### src/rtl/mul_div_unit.sv
`default_nettype none
// ============================================================================
// mul_div_unit : iterative RV32M multiply/divide, one radix-2 step per cycle.
// Divider datapath is built only when MUL_DIV_UNIT_DIVIDE_EN is defined.
// Revision: 1.0
// ============================================================================
module mul_div_unit #(
   parameter int WIDTH = 32
) (
   input  logic             clk,
   input  logic             reset_n,
   input  logic [WIDTH-1:0] dataA,
   input  logic [WIDTH-1:0] dataB,
   input  logic [2:0]       func,
   input  logic             inValid,
   output logic             inReady,
   input  logic             flush,
   output logic [WIDTH-1:0] result,
   output logic             outValid,
   input  logic             outReady,
   output logic             busy
);
   localparam int CW = $clog2(WIDTH);

   typedef enum logic [1:0] {
      IDLE = 2'd0,
      CALC = 2'd1,
      DONE = 2'd2
   } state_t;

   state_t           r_state;
   logic [CW-1:0]    r_count;
   logic [WIDTH-1:0] r_opnd;
   logic [WIDTH-1:0] r_hi;
   logic [WIDTH-1:0] r_lo;
   logic             r_neg;
   logic             r_low;

   logic             w_a_signed, w_b_signed, w_a_neg, w_b_neg;
   logic [WIDTH-1:0] w_a_mag, w_b_mag;
   logic             w_special;
   logic [WIDTH-1:0] w_special_res;
   logic [WIDTH:0]   w_mul_sum;
   logic [WIDTH-1:0] w_hi_next, w_lo_next;
   logic [2*WIDTH-1:0] w_prod, w_prod_s;
   logic [WIDTH-1:0] w_final;

   assign w_a_signed = (func == 3'b001) | (func == 3'b010) | (func == 3'b100) | (func == 3'b110);
   assign w_b_signed = (func == 3'b001) | (func == 3'b100) | (func == 3'b110);
   assign w_a_neg    = w_a_signed & dataA[WIDTH-1];
   assign w_b_neg    = w_b_signed & dataB[WIDTH-1];
   assign w_a_mag    = w_a_neg ? -dataA : dataA;
   assign w_b_mag    = w_b_neg ? -dataB : dataB;

`ifdef MUL_DIV_UNIT_DIVIDE_EN
   logic             r_div, r_rem_sel, r_rem_neg;
   logic             w_div_zero, w_div_ovf;
   logic [WIDTH:0]   w_div_shift, w_div_trial;
   logic [WIDTH-1:0] w_quo, w_rem;

   assign w_div_zero    = (dataB == '0);
   assign w_div_ovf     = ~func[0] & (dataA == {1'b1, {(WIDTH-1){1'b0}}}) & (dataB == '1);
   assign w_special     = func[2] & (w_div_zero | w_div_ovf);
   assign w_special_res = w_div_zero ? (func[1] ? dataA : '1) : (func[1] ? '0 : dataA);
`else
   // Divide opcodes complete immediately with a zero result.
   assign w_special     = func[2];
   assign w_special_res = '0;
`endif

   // r_hi:r_lo is the product accumulator or the remainder:quotient pair.
   always_comb begin
      w_mul_sum = {1'b0, r_hi} + (r_lo[0] ? {1'b0, r_opnd} : '0);
      w_hi_next = w_mul_sum[WIDTH:1];
      w_lo_next = {w_mul_sum[0], r_lo[WIDTH-1:1]};
`ifdef MUL_DIV_UNIT_DIVIDE_EN
      w_div_shift = {r_hi, r_lo[WIDTH-1]};
      w_div_trial = w_div_shift - {1'b0, r_opnd};
      if (r_div) begin
         w_hi_next = w_div_trial[WIDTH] ? w_div_shift[WIDTH-1:0] : w_div_trial[WIDTH-1:0];
         w_lo_next = {r_lo[WIDTH-2:0], ~w_div_trial[WIDTH]};
      end
`endif
   end

   always_comb begin
      w_prod   = {w_hi_next, w_lo_next};
      w_prod_s = r_neg ? -w_prod : w_prod;
`ifdef MUL_DIV_UNIT_DIVIDE_EN
      w_quo   = r_neg ? -w_lo_next : w_lo_next;
      w_rem   = r_rem_neg ? -w_hi_next : w_hi_next;
      w_final = r_div ? (r_rem_sel ? w_rem : w_quo)
                      : (r_low ? w_prod_s[WIDTH-1:0] : w_prod_s[2*WIDTH-1:WIDTH]);
`else
      w_final = r_low ? w_prod_s[WIDTH-1:0] : w_prod_s[2*WIDTH-1:WIDTH];
`endif
   end

   always_ff @(posedge clk or negedge reset_n) begin
      if (!reset_n) begin
         r_state  <= IDLE;
         r_count  <= '0;
         r_opnd   <= '0;
         r_hi     <= '0;
         r_lo     <= '0;
         r_neg    <= 1'b0;
         r_low    <= 1'b0;
`ifdef MUL_DIV_UNIT_DIVIDE_EN
         r_div     <= 1'b0;
         r_rem_sel <= 1'b0;
         r_rem_neg <= 1'b0;
`endif
         result   <= '0;
         outValid <= 1'b0;
         inReady  <= 1'b1;
         busy     <= 1'b0;
      end else if (flush) begin
         r_state  <= IDLE;
         r_count  <= '0;
         outValid <= 1'b0;
         inReady  <= 1'b1;
         busy     <= 1'b0;
      end else begin
         case (r_state)
            IDLE: begin
               if (inValid) begin
                  r_opnd  <= func[2] ? w_b_mag : w_a_mag;
                  r_lo    <= func[2] ? w_a_mag : w_b_mag;
                  r_hi    <= '0;
                  r_neg   <= w_a_neg ^ w_b_neg;
                  r_low   <= (func[1:0] == 2'b00);
`ifdef MUL_DIV_UNIT_DIVIDE_EN
                  r_div     <= func[2];
                  r_rem_sel <= func[1];
                  r_rem_neg <= w_a_neg;
`endif
                  r_count <= '0;
                  inReady <= 1'b0;
                  busy    <= 1'b1;
                  if (w_special) begin
                     r_state  <= DONE;
                     result   <= w_special_res;
                     outValid <= 1'b1;
                  end else begin
                     r_state <= CALC;
                  end
               end
            end
            CALC: begin
               r_hi    <= w_hi_next;
               r_lo    <= w_lo_next;
               r_count <= r_count + 1'b1;
               if (r_count == CW'(WIDTH-1)) begin
                  r_state  <= DONE;
                  result   <= w_final;
                  outValid <= 1'b1;
               end
            end
            DONE: begin
               if (outReady) begin
                  r_state  <= IDLE;
                  outValid <= 1'b0;
                  inReady  <= 1'b1;
                  busy     <= 1'b0;
               end
            end
            default: r_state <= IDLE;
         endcase
      end
   end

endmodule
`default_nettype wire
### config.mk
export PLATFORM = sky130hd
export DESIGN_NAME = mul_div_unit
export DESIGN_NICKNAME = d
export VERILOG_FILES = /design/src/rtl/mul_div_unit.sv
export SDC_FILE = /design/constraint.sdc
export NUM_CORES = 1
export LEC_CHECK = 0
export BUFFER_PORTS_ARGS = -buffer_cell sky130_fd_sc_hd__buf_4
export CORE_MARGIN = 2
export CORE_UTILIZATION = 50
export DETAILED_ROUTE_END_ITERATION = 16
export GPL_TIMING_DRIVEN = 0
export PLACE_DENSITY = 0.73
export SLEW_MARGIN = 20
export SYNTH_ARGS = -nofsm -noshare
export SYNTH_HDL_FRONTEND = slang
export SYNTH_SLANG_ARGS = --single-unit
### constraint.sdc
create_clock -name clk -period 4.95 [get_ports clk]
set_input_delay 0.495 -clock clk [delete_from_list [all_inputs] [get_ports clk]]
set_output_delay 0.495 -clock clk [all_outputs]
set_load 0.1 [all_outputs]
# Word level (Yosys, flattened, before mapping)
# Cells that the tools add are included.
[op_classes] eq_ne=14 n_mux=37 n_addsub=5 bitwise_logic=9 reduce_logical=13
[ops] op="32-bit two-way mux" n=11
[ops] op="32-bit case mux with 2 select lines" n=3
[ops] op="64-bit two-way mux" n=1
[ops] op="32-bit negation" n=2
[ops] op="64-bit negation" n=1
[ops] op="32-bit by 32-bit adder with 33-bit output" n=1
[ops] op="3-bit != test (second input constant)" n=4
[ops] op="3-bit AND reduction" n=4
[ops] op="1-bit two-way mux" n=10
[ops] op="2-bit two-way mux" n=5
[ops] op="5-bit two-way mux" n=2
[ops] op="5-bit case mux with 2 select lines" n=1
[ops] op="5-bit AND reduction" n=2
[ops] op="3-bit == test (second input constant)" n=2
[ops] op="2-bit != test (second input constant)" n=3
[ops] op="2-bit case mux with 3 select lines" n=1
[ops] op="3-bit nonzero test" n=2
[ops] op="5-bit by 1-bit adder with 5-bit output (second input constant)" n=1
[ops] op="5-bit == test (second input constant)" n=1
[ops] op="1-bit OR" n=5
[ops] op="2-bit zero test" n=2
[ops] op="1-bit case mux with 2 select lines" n=2
[ops] op="4-bit nonzero test" n=1
[ops] op="3-bit by 1-bit == test with 1-bit output (second input constant)" n=1
[ops] op="9 further kinds" n=10
[totals] ff_bits=140 wordCells=89 output_inout_bits=35 in_bits=72

# Longest topological paths before layout
# Gate-level depths: netlist of the first run.
[depth] ltp_word=9 depth_mapped=15

# Least setup slack after synthesis of the first run
# Ideal clock, no wire load.
[synth_timing] kind="register to register" startpoint="register r_lo[0]" endpoint="register result[28]" n_path_buf=1 period_less_slack_ns=4.213 path_stages_with_launch=15 setup_ns=0.142 arrival_ns=4.071 t_required_ns=4.808 setup_slack_ns=0.737 cell_sequence="dfrtp_1 clkbuf_1 and2_1 ha_1 fa_1 a211oi_1 o21ai_1 xor2_1 a211oi_1 or4b_1 or3b_1 or4b_4 o31ai_4 xor2_1 o221ai_1"
[synth_between] elab_chain_cells=7
[synth_lines] item="start, declared" line="35" text="logic [WIDTH-1:0] r_lo;"
[synth_lines] item="start signal, assigned" line="128" text="r_lo <= func[2] ? w_a_mag : w_b_mag;"
[synth_lines] item="start signal, assigned" line="151" text="r_lo <= w_lo_next;"
[synth_lines] item="32-bit two-way mux *" line="73" text="w_mul_sum = {1'b0, r_hi} + (r_lo[0] ? {1'b0, r_opnd} : '0);"
[synth_lines] item="32-bit by 32-bit adder with 33-bit output *" line="73"
[synth_lines] item="64-bit negation" line="88" text="w_prod_s = r_neg ? -w_prod : w_prod;"
[synth_lines] item="64-bit two-way mux *" line="88"
[synth_lines] item="32-bit two-way mux *" line="95" text="w_final = r_low ? w_prod_s[WIDTH-1:0] : w_prod_s[2*WIDTH-1:WIDTH];"
[synth_lines] item="32-bit two-way mux *" line="153" text="if (r_count == CW'(WIDTH-1)) begin"
[synth_lines] item="32-bit case mux with 2 select lines *" line="124" text="case (r_state)"
[synth_lines] item="end signal, assigned" line="142" text="result <= w_special_res;"
[synth_lines] item="end signal, assigned" line="155" text="result <= w_final;"
[synth_lines] item="end, declared" line="18" text="output logic [WIDTH-1:0] result,"
# Mark *: on every way between the ends. The rest lies on a longest branch, timed or not. The select of a mux whose other input is x is not followed.
# A chain may end at the register's enable or synchronous reset.

# Worst setup path in the final report of the first run
[layout_timing] startpoint="register r_lo[0]" endpoint="register result[24]"
# Same word-level chain as after synthesis.

==> results list, run 1 <==
- Run status: finished, final reports clean
* Number of placement rows: 54
- Total core area: 22000 µm²
* Number of search-and-repair iterations in the first detailed-routing pass: 8
- The worst register-to-register path ends at result[24].
- Dpl cells: 1786
- Synthesized cell area: 11200 µm²
- Share of the cycle needed by the critical path after routing: 96.5%
- Fraction of synthesized cell area taken by the top area cell type: 31.0%
- The die is 154 µm wide.
- After global routing the overflow that remains totals 0.
* Vias in the first global route: 10700
- Number of ports placed on the die boundary: 107
- Clock skew on the completed layout was measured at 9.37 ps.
- The synthesized design spends more area on one cell type than any other, namely dfrtp_1.
- Total of buffers placed on input and output ports: 106
* Estimated wirelength of the detail-placed design: 30400 µm
- Synth area leaders: dfrtp_1 31%, xor2_1 6.1%, nand2_1 5.8%
- Worst Setup End Kind: flop
* Crit-path max FO: 10
- Counting the fill cells in the layout gives 2000.
* Tightest slew margin relative to the limit: 31.7%
- Height of the die: 154 µm
- Power density relative to cell area: 348 nW/µm²
- Static leakage: 5.62 nW
* Mean post-synth cell area: 8.03 µm²
* Endpoint arrival time on the critical path: 5070 ps
* Worst R2R Setup Slack: 180 ps
- CP startpoint: r_lo[0]
* Vias per cell: 6.28
- Multi-input logic area: 7350 µm²
- Final period demand of the worst path: 4770 ps
- Total number of yosys warnings: 0
- Reg clk slew, reported paths: 70 ps
* Post-route non-filler standard cell count: 1820
- Setup repair after global routing left no endpoint under its margin.
- Storage element area: 3500 µm²
- The number of slew-limit violations in the final report came to 0.
* Number of standard cells after synthesis: 1399
* Level count of the clock H-tree: 4
- Counting instances, the worst hold path has a depth of 2.
* Iter 0 DRT Violations: 1217
- The critical path is of the flop to flop type.
* Wire length of the first global-routing pass: 59100 µm
- Type of origin of the critical path: flop
- TritonCTS built the clock tree.
- Longest Clk Path Bufs: 2
- Yosys mapped a number of flops with a built-in enable equal to 0.
* Post-Syn Nets: 1509
* Highest Clock Rate: 209 MHz
- Among all cell types in the netlist, the one instantiated most often is nand2_1.
* Count of inserted antenna diode cells: 0
- The synthesized design contains 140 register bits.
* Overall routed net length: 38000 µm
* Largest net degree at the start of global routing: 93
* Class of the tightest hold or removal check: input port to flop
- Clock Tree Root: clkbuf_16
- Primary flip-flop cell chosen by synthesis mapping: dfrtp_1
- Number of nets in the finished design: 1637
- Die area: 23700 µm²
- Number of clock buffers inserted by TritonCTS: 17
- TritonCTS Sinks: 140
* Async set-or-reset flop fraction in the synthesized netlist: 100%
- The startpoint identified for the worst hold timing path is outReady.
- Routability-driven placement finished with a final weighted congestion of 0.984.
- The number of failing hold endpoints at the final stage was 0.
- Clock insertion delay at the later pin of the skew report: 440 ps
- Effective utilization at floorplan: 51.1%
- Critical Path RT: 5240 ps
- Number of antenna violations at the first check in global routing: 0
- DR vias: 11400
- Worst Tran Pin Value: 1020 ps
* Total of endpoints with negative setup slack in the final report: 0
- Remaining antenna violation count: 0
* Worst r2r src: r_lo[0]
* Number of distinct library cell variants in the gate-level netlist after synthesis: 82
- Area added between synthesis and finish: 16.1%
- Across the run, the number of max-cap violations was 0.
- Fin Hold WS: 238 ps
- Sequential cells were found to cover 31.2% of the synthesized design area.
* Commonest cells in the netlist: 173 x nand2_1, 139 x dfrtp_1, 128 x o21ai_0, 125 x nor2_1, 109 x a21oi_1
- At the end of the flow the core is filled with cells to 59.4%.
- Total global routing track utilization: 32.0%
- The worst-case IR drop observed on VDD is 203 µV.
* Post-detailed-route DRC marker count: 0
* Fraction of layout cells with a size suffix above 1: 11.8%
* Average wire length per cell after detail routing: 20.9 µm
* Hold endpoint: r_state[1]
- Depth of the worst register-to-register path: 14
[layout by cell type, fill, tap and decap left out, types with 14 or more instances in the layout]
cell type | synthesis | layout
nand2_1 | 173 | 173
dfrtp_1 | 139 | 139
o21ai_0 | 128 | 128
nor2_1 | 125 | 125
a21oi_1 | 109 | 109
buf_4 | 0 | 106
clkbuf_1 | 81 | 80
xor2_1 | 78 | 78
xnor2_1 | 58 | 58
and2_1 | 38 | 38
ha_1 | 37 | 37
a22o_1 | 36 | 36
o31ai_1 | 29 | 29
a211oi_1 | 26 | 24
inv_1 | 20 | 20
nand3_1 | 20 | 20
nor3_1 | 18 | 18
o211ai_1 | 17 | 17
a31oi_1 | 17 | 17
clkbuf_16 | 0 | 17
nor4_1 | 17 | 16
or4_1 | 15 | 15
a21o_1 | 14 | 14
mux2i_1 | 14 | 14
o41ai_1 | 14 | 14
mux2_2 | 14 | 14
[layer usage]
metal / GRT usage (%) / part of all wire (%)
met1: 42.9 / 42
met2: 50.9 / 45
met3: 4.57 / 7.6
met4: 15.9 / 5.2
met5: 0 / 0
[logic make-up (layout without fill, tap and decap cells)]
family                     count (synthesis)  count (layout)  share of synthesized area [%]
adders and majority gates                 38              38                           4.30
buffers and inverters                    108             249                           3.62
xor gates and xnor gates                 136             136                           10.6
muxes                                     29              29                           2.85
and+or+nand+nor                          483             483                           20.6
DFF                                      140             140                           31.2
AOI/OAI and AO/OA                        465             465                           26.8
[worst max-delay path: stages, from the launching register on]
cell,delay (ps)
dfrtp_1,440
clkbuf_2,210
and2_1,180
ha_1,220
fa_1,450
a211oi_2,280
o21ai_1,170
xor2_1,250
a211oi_2,340
or4b_1,580
or3b_1,450
or4b_4,530
o21ai_1,160
xor2_1,220
o221ai_1,150
[worst max path at each step]
| stage | to | cells past startpoint |
|---|---|---|
| floorplan | result[28] | 14 |
| global placement | result[24] | 14 |
| detailed placement | result[24] | 14 |
| CTS | result[24] | 14 |
| global route | result[24] | 13 |
| finish | result[24] | 14 |
[sequential cells by signal (all words and copies together) (netlist names)]
name and cells:
r_lo 32, r_count 5, result 32, r_opnd 32, inReady 1, outValid 1, r_hi 32, r_low 1
r_neg 1, r_state 2, busy 1
[per-stage QoR]
stage	setup TNS, ps	setup WS [ps]	cell area (µm²)	power (mW)
floorplan	0	737	11200	2.60
global placement	0	5.40	12400	3.17
detailed placement	-16.6	-16.6	12400	3.20
CTS	0	18.6	13000	4.48
global route	0	2.01	13000	4.75
finish	0	175	13000	4.54
[report_power, final]
| group | switching (mW) | internal [mW] |
|---|---|---|
| Combinational | 1.13 | 0.623 |
| Sequential | 0.205 | 1.30 |
| Clock | 0.599 | 0.686 |
[repair_timing]
action | in CTS | in global routing
pin swaps | 0 | 1
setup buffers | 0 | 1
gates resized for setup | 1 | 7
setup endpoints to repair | 2 | 10
hold buffers | 1 | 0
hold endpoints to repair | 47 | 0
[cell type report]
type,count,share of cell area [%]
repair buffers,109,6.50
clock buffers,18,3.37
plain buffers,87,2.52
flip-flops and latches,140,26.9
inverters,21,0.604
well taps,280,2.69
clock inverters,14,1.09
multi-input cells,1151,56.3
(Power assumes the default switching activity.)
==> inputs of run 2 (changes only) <==
SKIP_LAST_GASP = 1   (was unset)
clock period = 5.55 ns   (was 4.95 ns; I/O delays follow)
==> results list, run 2 (synthesis gave the netlist of run 1 again) <==
- RSZ-0062 raised after global routing: no (unchanged).
- Worst r2r src: r_lo[0] (unchanged)
* Tightest slew margin relative to the limit: 32.8% (was 31.7%)
* Number of nets in the finished design: 1635 (was 1637)
- The number of rows in the core area came to 54 (unchanged).
- Vias per cell: 6.30 (was 6.28)
* CP startpoint: r_lo[0] (unchanged)
- The H-tree level count is 4 (unchanged).
* Overall routed net length: 38100 µm (was 38000 µm)
* Power density relative to cell area: 311 nW/µm² (was 348 nW/µm²)
- The number of failing hold endpoints at the final stage is 0 (unchanged).
- The setup clock skew after layout came to 10.2 ps (was 9.37 ps).
* Die area: 23700 µm² (unchanged)
- Depth of the worst register-to-register path: 14 (unchanged)
* Total of endpoints with negative setup slack in the final report: 0 (unchanged)
- Final period demand of the worst path: 5050 ps (was 4770 ps)
- The fraction of layout cells with a size suffix above 1 is 11.4% (was 11.8%).
- Number of clock buffers inserted by TritonCTS: 17 (unchanged)
* Total of buffers placed on input and output ports: 106 (unchanged)
* Clock insertion delay at the later pin of the skew report: 440 ps (about the same)
- Effective utilization at floorplan: 51.1% (unchanged)
- The total of hold buffers inserted after clock tree synthesis was 0 (was 1).
- The average routed wire per standard cell is 21.0 µm (was 20.9 µm).
- The count of placed standard cells in the final layout, fillers left out was 1818 (was 1820).
* Number of antenna violations at the first check in global routing: 0 (unchanged)
* Post-cts gate resize count: 0 (was 1)
- The data arrival time of the worst path is 5340 ps (was 5070 ps).
- The startpoint type of the worst setup path is a flop (unchanged).
- The maximum fanout encountered on the critical timing path was 10 (unchanged).
- The total routing usage reported by global routing is 32.0% (about the same).
* CTS tree: built (unchanged)
* Critical Setup Path Class: flop to flop (unchanged)
- The die width came to 154 µm (unchanged).
- Iter 0 DRT Violations: 1271 (was 1217)
- DR vias: 11500 (was 11400)
* Destination of the critical timing path: result[24] (unchanged)
- The largest net degree at the start of global routing is 93 (unchanged).
- Run status: finished, final reports clean (unchanged).
- Class of the tightest hold or removal check: input port to asynchronous set/reset pin (was input port to flop)
- Number of search-and-repair iterations in the first detailed-routing pass: 5 (was 8)
* Wire length of the first global-routing pass: 59000 µm (was 59100 µm)
- The number of filler instances in the final layout was 2006 (was 2000).
- Vias in the first global route: 10700 (about the same)
- Leading cell type in the layout, fill and taps excluded: nand2_1 (unchanged)
* Dpl cells: 1786 (unchanged)
- Number of violations of the max-capacitance limit: 0 (unchanged)
* Remaining antenna violation count: 0 (unchanged)
* Share of the cycle needed by the critical path after routing: 91.0% (was 96.5%)
* Number of pins with negative max-slew slack in the final report: 0 (unchanged)
- Grt total ovfl: 0 (unchanged)
- Worst Setup End Kind: flop (unchanged)
- Reg-to-reg endpoint: result[24] (unchanged)
- Post-CTS setup buffer count: 0 (unchanged)
- Post-detailed-route DRC marker count: 0 (unchanged)
- Worst Tran Pin Value: 999 ps (was 1020 ps)
- The leakage dissipation came to 5.60 nW (was 5.62 nW).
* Commonest cells after routing, fill and taps aside: 173 x nand2_1, 139 x dfrtp_1, 128 x o21ai_0 (unchanged)
* Total core area: 22000 µm² (unchanged)
- The die span in y was 154 µm (unchanged).
- Longest Clk Path Bufs: 2 (unchanged)
* Total Neg Setup Slack: 0 ps (unchanged)
- Number of ports placed on the die boundary: 107 (unchanged)
* Area added between synthesis and finish: 15.7% (was 16.1%)
* Utilization of the core after routing: 59.2% (was 59.4%)
- Final weighted congestion of routability-driven global placement: 0.984 (unchanged)
- The maximum ir drop on the vdd rail was 179 µV (was 203 µV).
- Count of inserted antenna diode cells: 0 (unchanged)
- The final HPWL from detailed placement is 30400 µm (unchanged).
- Fin Hold WS: 18.7 ps (was 238 ps)
- TritonCTS Sinks: 140 (unchanged)
- The clock-pin transition on the worst setup and hold timing paths was 70 ps (about the same).
- Clock Tree Root: clkbuf_16 (unchanged)
- Worst R2R Setup Slack: 500 ps (was 180 ps)
- Critical Path RT: 5840 ps (was 5240 ps)
- Highest Clock Rate: 198 MHz (was 209 MHz)
==> run 2: worst min-delay path by stage <==
stage | startpoint | end | slack (ps) | cells past startpoint
3_3_place_gp | r_opnd[31] | r_opnd[31] | 460 | 2
6_report | reset_n | r_hi[15] | 20 | 1
2_1_floorplan | reset_n | busy | 260 | 0
3_5_place_dp | r_opnd[7] | r_opnd[7] | 460 | 2
4_1_cts | reset_n | r_hi[15] | 30 | 1
5_1_grt | reset_n | r_hi[16] | 50 | 1
==> run 2: critical path, cell delays in order, from the launching register on <==
cell,delay [ps]
dfrtp_1,440
clkbuf_1,240
and2_1,210
ha_1,220
fa_1,440
a211oi_1,360
o21ai_1,190
xor2_1,240
a211oi_1,460
or4b_1,590
or3b_1,450
or4b_4,530
o21ai_1,170
xor2_1,220
o221ai_1,150
==> run 2: area by class of cell <==
type | instances | area, µm² | share of cell area, %
Clock inverter | 14 | 143 | 1.10
Sequential cell | 140 | 3500 | 27.0
Inverter | 21 | 78.8 | 0.607
Timing Repair Buffer | 107 | 831 | 6.40
Buffer | 87 | 328 | 2.52
Clock buffer | 18 | 439 | 3.38
Multi-Input combinational cell | 1151 | 7320 | 56.3
Tap cell | 280 | 350 | 2.70
==> run 2: stage by stage <==
| stage | power (mW) | setup slack (ps) | instance area (µm²) |
|---|---|---|---|
| 6_report | 4.04 | 497 | 13000 |
| 5_1_grt | 4.22 | 272 | 13000 |
| 4_1_cts | 3.99 | 558 | 13000 |
| 2_1_floorplan | 2.32 | 1340 | 11200 |
| 3_3_place_gp | 2.83 | 605 | 12400 |
| 3_5_place_dp | 2.85 | 583 | 12400 |
==> run 2: per-layer routing <==
layer  GRT usage (%)  up-vias  wire length [µm]
met3            4.51       99              3020
met1            42.9     5450             16100
met4            15.8        0              1850
li1                -     5350                 -
met2            51.0      553             17100
met5               0        -                 0
==> run 2: report_power, final <==
group          switching [mW]  total, mW  internal (mW)
Clock                   0.534       1.15          0.612
Combinational            1.00       1.55          0.549
Sequential              0.184       1.35           1.16
==> inputs of run 3 (changes only) <==
BUFFER_PORTS_ARGS = unset   (was -buffer_cell sky130_fd_sc_hd__buf_4)
DONT_BUFFER_PORTS = 1   (was unset)
PLACE_DENSITY = 0.69   (was 0.73)
==> results list, run 3 (synthesis gave the netlist of run 1 again) <==
- Run status: finished, final reports clean (unchanged).
* Average wire length per cell after detail routing: 21.9 µm (was 21.0 µm)
- The I/O pin total came to 107 (unchanged).
- Number of nets in the finished design: 1529 (was 1635)
- Reg-to-reg endpoint: result[24] (unchanged)
- DR vias: 11000 (was 11500)
- Highest Clock Rate: 201 MHz (was 198 MHz)
* Estimated wirelength of the detail-placed design: 29800 µm (was 30400 µm)
- Commonest cells after routing, fill and taps aside: 173 x nand2_1, 139 x dfrtp_1, 128 x o21ai_0 (unchanged)
* Clock Tree Root: clkbuf_16 (unchanged)
* Worst clock skew: 8.00 ps (was 10.2 ps)
* Final weighted congestion of routability-driven global placement: 0.975 (was 0.984)
- The fraction of layout cells with a size suffix above 1 was 4.75% (was 11.4%).
* Final hold vios: 0 (unchanged)
- The required time of the critical path is 5840 ps (about the same).
* Total Neg Setup Slack: 0 ps (unchanged)
- The number of global-route vias before repair came to 10200 (was 10700).
- Number of placement rows: 54 (unchanged)
- Class of the tightest hold or removal check: input port to asynchronous set/reset pin (unchanged)
- The residual antenna-violating net count after detailed routing was 0 (unchanged).
- The critical path startpoint is r_lo[0] (unchanged).
- Wire length of the first global-routing pass: 57500 µm (was 59000 µm)
- Static leakage: 5.06 nW (was 5.60 nW)
* Height of the die: 154 µm (unchanged)
- The H-tree level count was 4 (unchanged).
- Post-route non-filler standard cell count: 1712 (was 1818)
* Largest net degree at the start of global routing: 141 (was 93)
- Worst R2R Setup Slack: 580 ps (was 500 ps)
- Post-CTS setup buffer count: 0 (unchanged)
- The largest stage delay on the critical path came to 580 ps (was 590 ps).
- Crit-path max FO: 10 (unchanged)
* Type of origin of the critical path: flop (unchanged)
- Total of buffers placed on input and output ports: 0 (was 106)
- The instance count on the critical path is 14 (unchanged).
* Storage element area: 3500 µm² (unchanged)
- Clock insertion delay at the later pin of the skew report: 430 ps (was 440 ps)
- The critical path class is flop to flop (unchanged).
* Worst r2r src: r_lo[0] (unchanged)
* Number of pins with negative max-slew slack in the final report: 0 (unchanged)
- Worst path cell trace: clkbuf_1 -> and2_1 -> ha_1 -> fa_1 -> a211oi_1 -> o21ai_1 -> xor2_1 -> a211oi_1 -> or4b_1 -> or3b_1 -> or4b_4 -> o21ai_1 -> xor2_1 -> o221ai_1 (unchanged).
- The wire length after detailed routing came to 37500 µm (was 38100 µm).
- The number of DRC violations after detailed-routing iteration 0 was 1191 (was 1271).
* Dpl cells: 1679 (was 1786)
* Endpoint arrival time on the critical path: 5260 ps (was 5340 ps)
* Longest Clk Path Bufs: 2 (unchanged)
* Number of clock buffers inserted by TritonCTS: 17 (unchanged)
- Tightest slew margin relative to the limit: 29.5% (was 32.8%)
* Worst Tran Pin Value: 1050 ps (was 999 ps)
- The routed via count divided by cell count came to 6.45 (was 6.30).
- The standard cell with the maximum stage delay on the critical path is or4b_1 (unchanged).
- The number of optimization iterations in the first detailed-route pass came to 6 (was 5).
- The leading cell type in the layout, fill and taps excluded was nand2_1 (unchanged).
- Final period demand of the worst path: 4970 ps (was 5050 ps)
* Number of buffer and inverter instances along the worst setup path: 1 (unchanged)
- Number of violations of the max-capacitance limit: 0 (unchanged)
- The family with the most delay on the worst path is simple AND/OR/NAND/NOR gates (unchanged).
- Count of filler cells inserted in the layout: 2040 (was 2006)
* Count of inserted antenna diode cells: 0 (unchanged)
- The growth of design area from synthesis to finish was 8.70% (was 15.7%).
* TritonCTS Sinks: 140 (unchanged)
- The floorplan die area was 23700 µm² (unchanged).
- The initial antenna violation count came to 0 (unchanged).
* Post-detailed-route DRC marker count: 0 (unchanged)
* Worst Setup End Kind: flop (unchanged)
- Total core area: 22000 µm² (unchanged)
* Total of endpoints with negative setup slack in the final report: 0 (unchanged)
- Peak VDD IR: 160 µV (was 179 µV)
* Horizontal extent of the die: 154 µm (unchanged)
- Grt total ovfl: 0 (unchanged)
* RSZ-0062 raised after global routing: no (unchanged)
- Destination of the critical timing path: result[24] (unchanged)
* Reg clk slew, reported paths: 70 ps (about the same)
* Depth of the worst register-to-register path: 14 (unchanged)
* Power density relative to cell area: 328 nW/µm² (was 311 nW/µm²)
* Total global routing track utilization: 31.3% (was 32.0%)
- Share of the cycle needed by the critical path after routing: 89.6% (was 91.0%)
* Effective utilization at floorplan: 51.1% (unchanged)
- CTS tree: built (unchanged)
- The area of the multi-input gates was 7320 µm² (unchanged).
==> run 3: worst register-to-register path: cells and delay by family, from the launching register on <==
| family | cells | cell delay, ps |
|---|---|---|
| AND/OR/NAND/NOR | 4 | 1760 |
| AO/OA/AOI/OAI | 5 | 1310 |
| adder cells (fa/ha/maj) | 2 | 670 |
| XOR/XNOR | 2 | 450 |
| flip-flops | 1 | 420 |
| buffers and inverters | 1 | 220 |
==> run 3: layer usage <==
layer	share of wire [%]	up-vias	track usage [%]	routed length (µm)
met5	0	-	0	0
met4	3.4	0	11.2	1290
met3	9.0	70	5.75	3360
met2	45	585	49.8	17000
met1	42	5243	42.9	15900
li1	-	5146	-	-
==> run 3: repair_timing <==
| item | 4_1_cts | 5_1_grt |
|---|---|---|
| hold buffers | 1 | 0 |
| gates resized for setup | 0 | 0 |
| hold endpoints to repair | 140 | 0 |
==> run 3: worst min-delay path by stage <==
stage	startpoint	end	slack [ps]	cells after the start
after floorplan	reset_n	busy	260	0
after global placement	reset_n	r_hi[15]	270	0
after detailed placement	reset_n	r_hi[15]	270	0
after CTS	reset_n	r_hi[15]	160	1
after global routing	reset_n	r_hi[15]	140	1
final	reset_n	r_hi[15]	20	1
==> run 3: metrics by stage <==
stage | util [%] | setup slack (ps) | instance area [µm²] | power (mW) | hold slack [ps]
4_1_cts | 55.6 | 610 | 12200 | 3.96 | 158
5_1_grt | 55.6 | 358 | 12200 | 4.18 | 140
3_5_place_dp | 52.7 | 625 | 11600 | 2.77 | 266
3_3_place_gp | 52.7 | 680 | 11600 | 2.75 | 266
2_1_floorplan | - | 1340 | 11200 | 2.32 | 259
6_report | 55.6 | 578 | 12200 | 4.00 | 23.6
==> run 3: power breakdown <==
| part | internal (mW) | total [mW] | switching, mW | leakage, nW |
|---|---|---|---|---|
| Combinational | 0.514 | 1.46 | 0.946 | 2.95 |
| Sequential | 1.16 | 1.37 | 0.206 | 1.82 |
| Clock | 0.685 | 1.17 | 0.488 | 0.287 |
==> run 3: final cells by class <==
class                   instances  share of cell area, %
well taps                     280                   2.87
multi-input cells            1151                   59.9
repair buffers                  1                  0.226
flip-flops and latches        140                   28.7
clock buffers                  19                   3.63
inverters                      21                  0.646
plain buffers                  87                   2.69
clock inverters                13                   1.28
